## config.mk

```make
export PLATFORM = sky130hd
export DESIGN_NAME = sd_block_sched
export DESIGN_NICKNAME = d
export VERILOG_FILES = /design/src/rtl/sd_block_sched.sv
export SDC_FILE = /design/constraint.sdc
export NUM_CORES = 1
export LEC_CHECK = 0
export CAP_MARGIN = 0
export CORE_MARGIN = 2
export CORE_UTILIZATION = 25
export DETAILED_ROUTE_END_ITERATION = 8
export PLACE_DENSITY = 0.63
export SYNTH_ARGS = -nofsm -noshare
export SYNTH_HDL_FRONTEND = slang
export SYNTH_SLANG_ARGS = --single-unit
```

## constraint.sdc

```tcl
create_clock -name CLK -period 2.6 [get_ports CLK]
set_clock_uncertainty 0.1 [all_clocks]
set_input_delay 0.78 -clock CLK [delete_from_list [all_inputs] [get_ports CLK]]
set_output_delay 0.78 -clock CLK [all_outputs]
set_load 0.005 [all_outputs]
```

## src/rtl/sd_block_sched.sv

```systemverilog
// sd_block_sched: round-robin arbiter that shares the single HPS SD block
// channel among NREQ virtual-drive requesters. It owns the LBA register and
// the per-drive read/write strobes, runs one 512-byte transfer at a time,
// and returns a DONE pulse (plus ERR on ack timeout) to the granted requester.
module sd_block_sched #(
  parameter int          NREQ    = 3,
  parameter int unsigned TIMEOUT = 5000000
) (
  input  logic               CLK,
  input  logic               RESET_N,
  input  logic [NREQ-1:0]    REQ_RD,
  input  logic [NREQ-1:0]    REQ_WR,
  input  logic [32*NREQ-1:0] REQ_LBA,
  output logic [NREQ-1:0]    REQ_DONE,
  output logic [NREQ-1:0]    REQ_ERR,
  output logic               BUSY,
  output logic [1:0]         CUR_ID,
  output logic [31:0]        SD_LBA,
  output logic [NREQ-1:0]    SD_RD,
  output logic [NREQ-1:0]    SD_WR,
  input  logic [NREQ-1:0]    SD_ACK
);

  // Counter only needs to reach TIMEOUT-1, so it can never wrap.
  localparam int CW = $clog2(TIMEOUT) + 1;

  typedef enum logic [2:0] {
    S_IDLE,
    S_WAIT_ACK,
    S_XFER,
    S_DONE,
    S_GAP
  } state_t;

  state_t          state;
  logic [1:0]      last_id;   // most recently granted requester
  logic [CW-1:0]   tmo_cnt;   // cycles spent waiting for the ack to rise
  logic            err_flag;  // current transfer ended by timeout

  logic [NREQ-1:0] pending;
  logic            pick_valid;
  logic [1:0]      pick_id;
  logic [1:0]      cand;
  logic            ack_cur;

  // One-hot mask selecting a single requester.
  function automatic logic [NREQ-1:0] id_mask(input logic [1:0] id);
    id_mask     = '0;
    id_mask[id] = 1'b1;
  endfunction

  assign pending = REQ_RD | REQ_WR;
  // Only the ack lane of the granted requester is ever looked at.
  assign ack_cur = SD_ACK[CUR_ID];

  // Round-robin search: first pending requester starting after last_id.
  // NOTE: every always_comb output gets a default first so no latch is inferred.
  always_comb begin
    pick_valid = 1'b0;
    pick_id    = '0;
    cand       = '0;
    // Walk from the farthest candidate back to the nearest so the nearest
    // pending one (highest round-robin priority) is the last to overwrite.
    for (int k = NREQ; k >= 1; k--) begin
      cand = 2'((int'(last_id) + k) % NREQ);
      if (pending[cand]) begin
        pick_valid = 1'b1;
        pick_id    = cand;
      end
    end
  end

  // Scheduler FSM with all outputs registered.
  // NOTE: sequential state uses non-blocking assignments only, so every
  // register samples pre-edge values regardless of statement order.
  always_ff @(posedge CLK) begin
    // NOTE: reset is synchronous and clears every register, outputs included,
    // so a reset mid-transfer drops the strobe on the very next edge.
    if (!RESET_N) begin
      state    <= S_IDLE;
      last_id  <= 2'(NREQ - 1);
      tmo_cnt  <= '0;
      err_flag <= 1'b0;
      REQ_DONE <= '0;
      REQ_ERR  <= '0;
      BUSY     <= 1'b0;
      CUR_ID   <= '0;
      SD_LBA   <= '0;
      SD_RD    <= '0;
      SD_WR    <= '0;
    end else begin
      // Completion flags are single-cycle pulses.
      REQ_DONE <= '0;
      REQ_ERR  <= '0;

      case (state)
        S_IDLE: begin
          if (pick_valid) begin
            CUR_ID   <= pick_id;
            SD_LBA   <= REQ_LBA[{pick_id, 5'b00000} +: 32];
            // Read wins when a requester asserts both levels.
            if (REQ_RD[pick_id]) SD_RD <= id_mask(pick_id);
            else                 SD_WR <= id_mask(pick_id);
            BUSY     <= 1'b1;
            last_id  <= pick_id;
            tmo_cnt  <= '0;
            err_flag <= 1'b0;
            state    <= S_WAIT_ACK;
          end
        end

        S_WAIT_ACK: begin
          if (ack_cur) begin
            SD_RD <= '0;
            SD_WR <= '0;
            state <= S_XFER;
          end else if (tmo_cnt == CW'(TIMEOUT - 1)) begin
            // Strobe has been up for TIMEOUT cycles with no answer.
            SD_RD    <= '0;
            SD_WR    <= '0;
            err_flag <= 1'b1;
            state    <= S_DONE;
          end else begin
            tmo_cnt <= tmo_cnt + 1'b1;
          end
        end

        S_XFER: begin
          // The host side holds ack for the whole block; no timeout here.
          if (!ack_cur) state <= S_DONE;
        end

        S_DONE: begin
          REQ_DONE <= id_mask(CUR_ID);
          REQ_ERR  <= err_flag ? id_mask(CUR_ID) : '0;
          state    <= S_GAP;
        end

        S_GAP: begin
          // Requests are ignored here so the requester can drop its level.
          BUSY  <= 1'b0;
          state <= S_IDLE;
        end

        default: state <= S_IDLE;
      endcase
    end
  end

endmodule
```

==> results.md <==
- Max Fanout on Critical Path: 16
- CTS clk-pin slew, worst paths: 60 ps
- Max_cap viols: 0
- First-pass GRT wire length: 22200 um
- # port buffers: 153
- Die ar.: 16500 um2
- Slowest stage cell, crit path: or3b_1
- EDFF count, synth: 0
- Largest net degree at the start of global routing: 66
- F_max: 395 MHz
- Site row count: 45
- Post-DP HPWL: 9440 um
- Post-Synthesis Mean Instance Area: 8.64 um2
- Worst min path class: flop to flop
- Synthesis Warnings: 0
- CTS sink cnt: 76
- Cell count after placement: 788
- Final Max Tran Viols: 0
- Worst endpoint required time: 2770 ps
- RSZ-0062 raised after global routing: no
- ANT nets after route: 0
- Pre-antenna DRT Iters: 5
- Core Util, Final: 41.5%
- P&R area growth vs syn: 62.5%
- Post-DP Area: 5830 um2
- Final hold vios: 0
- Final std cells w/o fill: 810
- Final period util: 97.3%
- Drt wl/cell: 17.2 um
- WP data arrival: 2690 ps
- Die height: 128 um
- Slowest stage delay, CP: 420 ps
- Final net count: 728
- FF+latch count, synth: 76
- Final wirelength: 13900 um
- Mapped cell area: 3870 um2
- Placer Congestion: 0.841
- H-tree depth: 3
- Layout cells sized above 1: 12.5%
- Critical path type: primary input to flop
- CP startpoint kind: primary input
- Die Width: 128 um
- Post-synthesis sequential area ratio: 39.3%
- Outcome: complete, no violations
- Via count: 4416
- Antenna Cells: 0
- Global-route usage over all layers: 17.0%
- Core Area: 15100 um2
- Buffer depth of the longest clock path: 2
- Top Ports: 154
- Critical Path Most Common Cell: buf_4
- Worst vdd ir: 0.000502 V
- CTS root buffer: clkbuf_16
- Final setup fails: 0
- Cells after Synth: 448
- Mapped Nets: 558
- Crit end category: flop
- Initial DRC count: 379
- Ys flop type: dfxtp_1
- Most frequent cells in the layout: clkdlybuf4s50_1 (146), dfxtp_1 (75), a21oi_1 (50)
- Post-CTS Hold Buffers: 0
- Global route overflow: 0
- Starting Density: 25.5%
- Slew @ Worst Pin: 476 ps
- Post-synth cell types: 59
- Num CTS Buffers: 9
- Max_slew headroom: 68.2%
- Final instance area: 6290 um2
- Worst R2R Setup Slack: 120 ps
- Clk_lat worst skew: 340 ps
- DR vias/cell: 5.45
- Async SR Flop Fraction: 0%
- Drt drc: 0
- Commonest non-fill, non-tap cell in the layout: clkdlybuf4s50_1
- Critical path cell sequence: dlygate4sd2_1 > or3b_1 > a211oi_2 > buf_4 > nor2b_4 > buf_4 > buf_16 > a222oi_1 > a21oi_1
- PwrDens: 1060 nW/um2
- Antenna violations before repair: 0
- CTS tree: built
- Vias in the first global route: 4512
- Leak Pwr: 2.32 nW
- Minimum clock period: 2530 ps
## final cells by class
| cell class | instances | area (um2) |
|---|---|---|
| repair buffers | 196 | 1990 |
| fillers | 1492 | 8860 |
| inverters | 13 | 48.8 |
| well taps | 188 | 235 |
| clock inverters | 3 | 46.3 |
| flip-flops and latches | 76 | 1520 |
| clock buffers | 12 | 256 |
| multi-input cells | 322 | 2190 |
## through the flow
step	setup slack, ps	hold slack (ps)	setup TNS (ps)	power (mW)
global route	15.3	405	0	7.10
global placement	-562	363	-31920	4.93
detailed placement	-613	365	-34620	5.01
CTS	13.7	379	0	6.72
floorplan	11.4	353	0	3.49
finish	71.2	370	0	6.67
## critical path, delay by kind of cell
family	cells	cell delay [ps]
buffers and inverters	4	740
and+or+nand+nor	2	650
AOI/OAI and AO/OA	3	510
## flip-flops by register name, summed over array words and instances, names as in the netlist
| register | count |
|---|---|
| state | 3 |
| tmo_cnt | 24 |
| SD_RD | 3 |
| BUSY | 1 |
| last_id | 1 |
| REQ_ERR | 3 |
| err_flag | 1 |
| REQ_DONE | 3 |
| SD_LBA | 32 |
| SD_WR | 3 |
| CUR_ID | 2 |
## synthesized netlist by cell type, drive strengths merged (3+ instances only)
master / n / area [um2]
nor3: 7 / 35.0
clkbuf: 21 / 80.1
o21a: 4 / 30.0
mux2i: 19 / 190
nand4: 13 / 81.3
o2111ai: 6 / 52.6
nand2: 12 / 45.0
inv: 13 / 48.8
o211ai: 13 / 103
dfxtp: 76 / 1520
ha: 3 / 37.5
or3: 20 / 125
nor4: 5 / 31.3
a211oi: 4 / 30.0
and2: 5 / 31.3
nand3: 28 / 140
buf: 18 / 97.6
or2: 3 / 18.8
and3: 6 / 37.5
a21oi: 50 / 250
nor2: 16 / 60.1
o21ai: 42 / 210
a222oi: 32 / 320
## final timing paths
kind,startpoint,to,depth (start not counted)
hold / removal,SD_RD[2]$_SDFFE_PN0P_,SD_RD[2]$_SDFFE_PN0P_,2
setup reg to reg,CUR_ID[0]$_SDFFE_PN0P_,SD_LBA[2]$_SDFFE_PN0P_,10
setup / recovery,REQ_WR[0],SD_LBA[2]$_SDFFE_PN0P_,9
hold reg to reg,SD_RD[2]$_SDFFE_PN0P_,SD_RD[2]$_SDFFE_PN0P_,2
## cell families after synthesis
family                     after synthesis  synth area share, %
muxes                                   19                 4.92
buffers and inverters                   52                 5.85
DFF                                     76                 39.3
and+or+nand+nor                        126                 17.9
AOI/OAI and AO/OA                      168                 30.0
adders and majority gates                5                 1.52
xor gates and xnor gates                 2                0.453
## report_power, final
group / switching, mW / total, mW / internal [mW]
clock network: 0.486 / 1.28 / 0.792
registers: 0.176 / 1.61 / 1.44
logic: 1.92 / 3.79 / 1.86
## routing by layer
layer	global-route usage, %	vias to the layer above	wire length (um)
met5	0	-	0
met2	28.8	197	6720
met3	4.32	23	1040
li1	-	2114	-
met1	19.9	2082	5770
met4	8.47	0	367
## repair_timing
action	4_1_cts	5_1_grt
setup buffers	2	0
gates cloned	5	0
gates resized for setup	21	5
endpoints found under the hold margin	0	0
setup endpoints to repair	64	29
pin swaps	10	8
No activity file was read; power rests on OpenSTA's default activity.
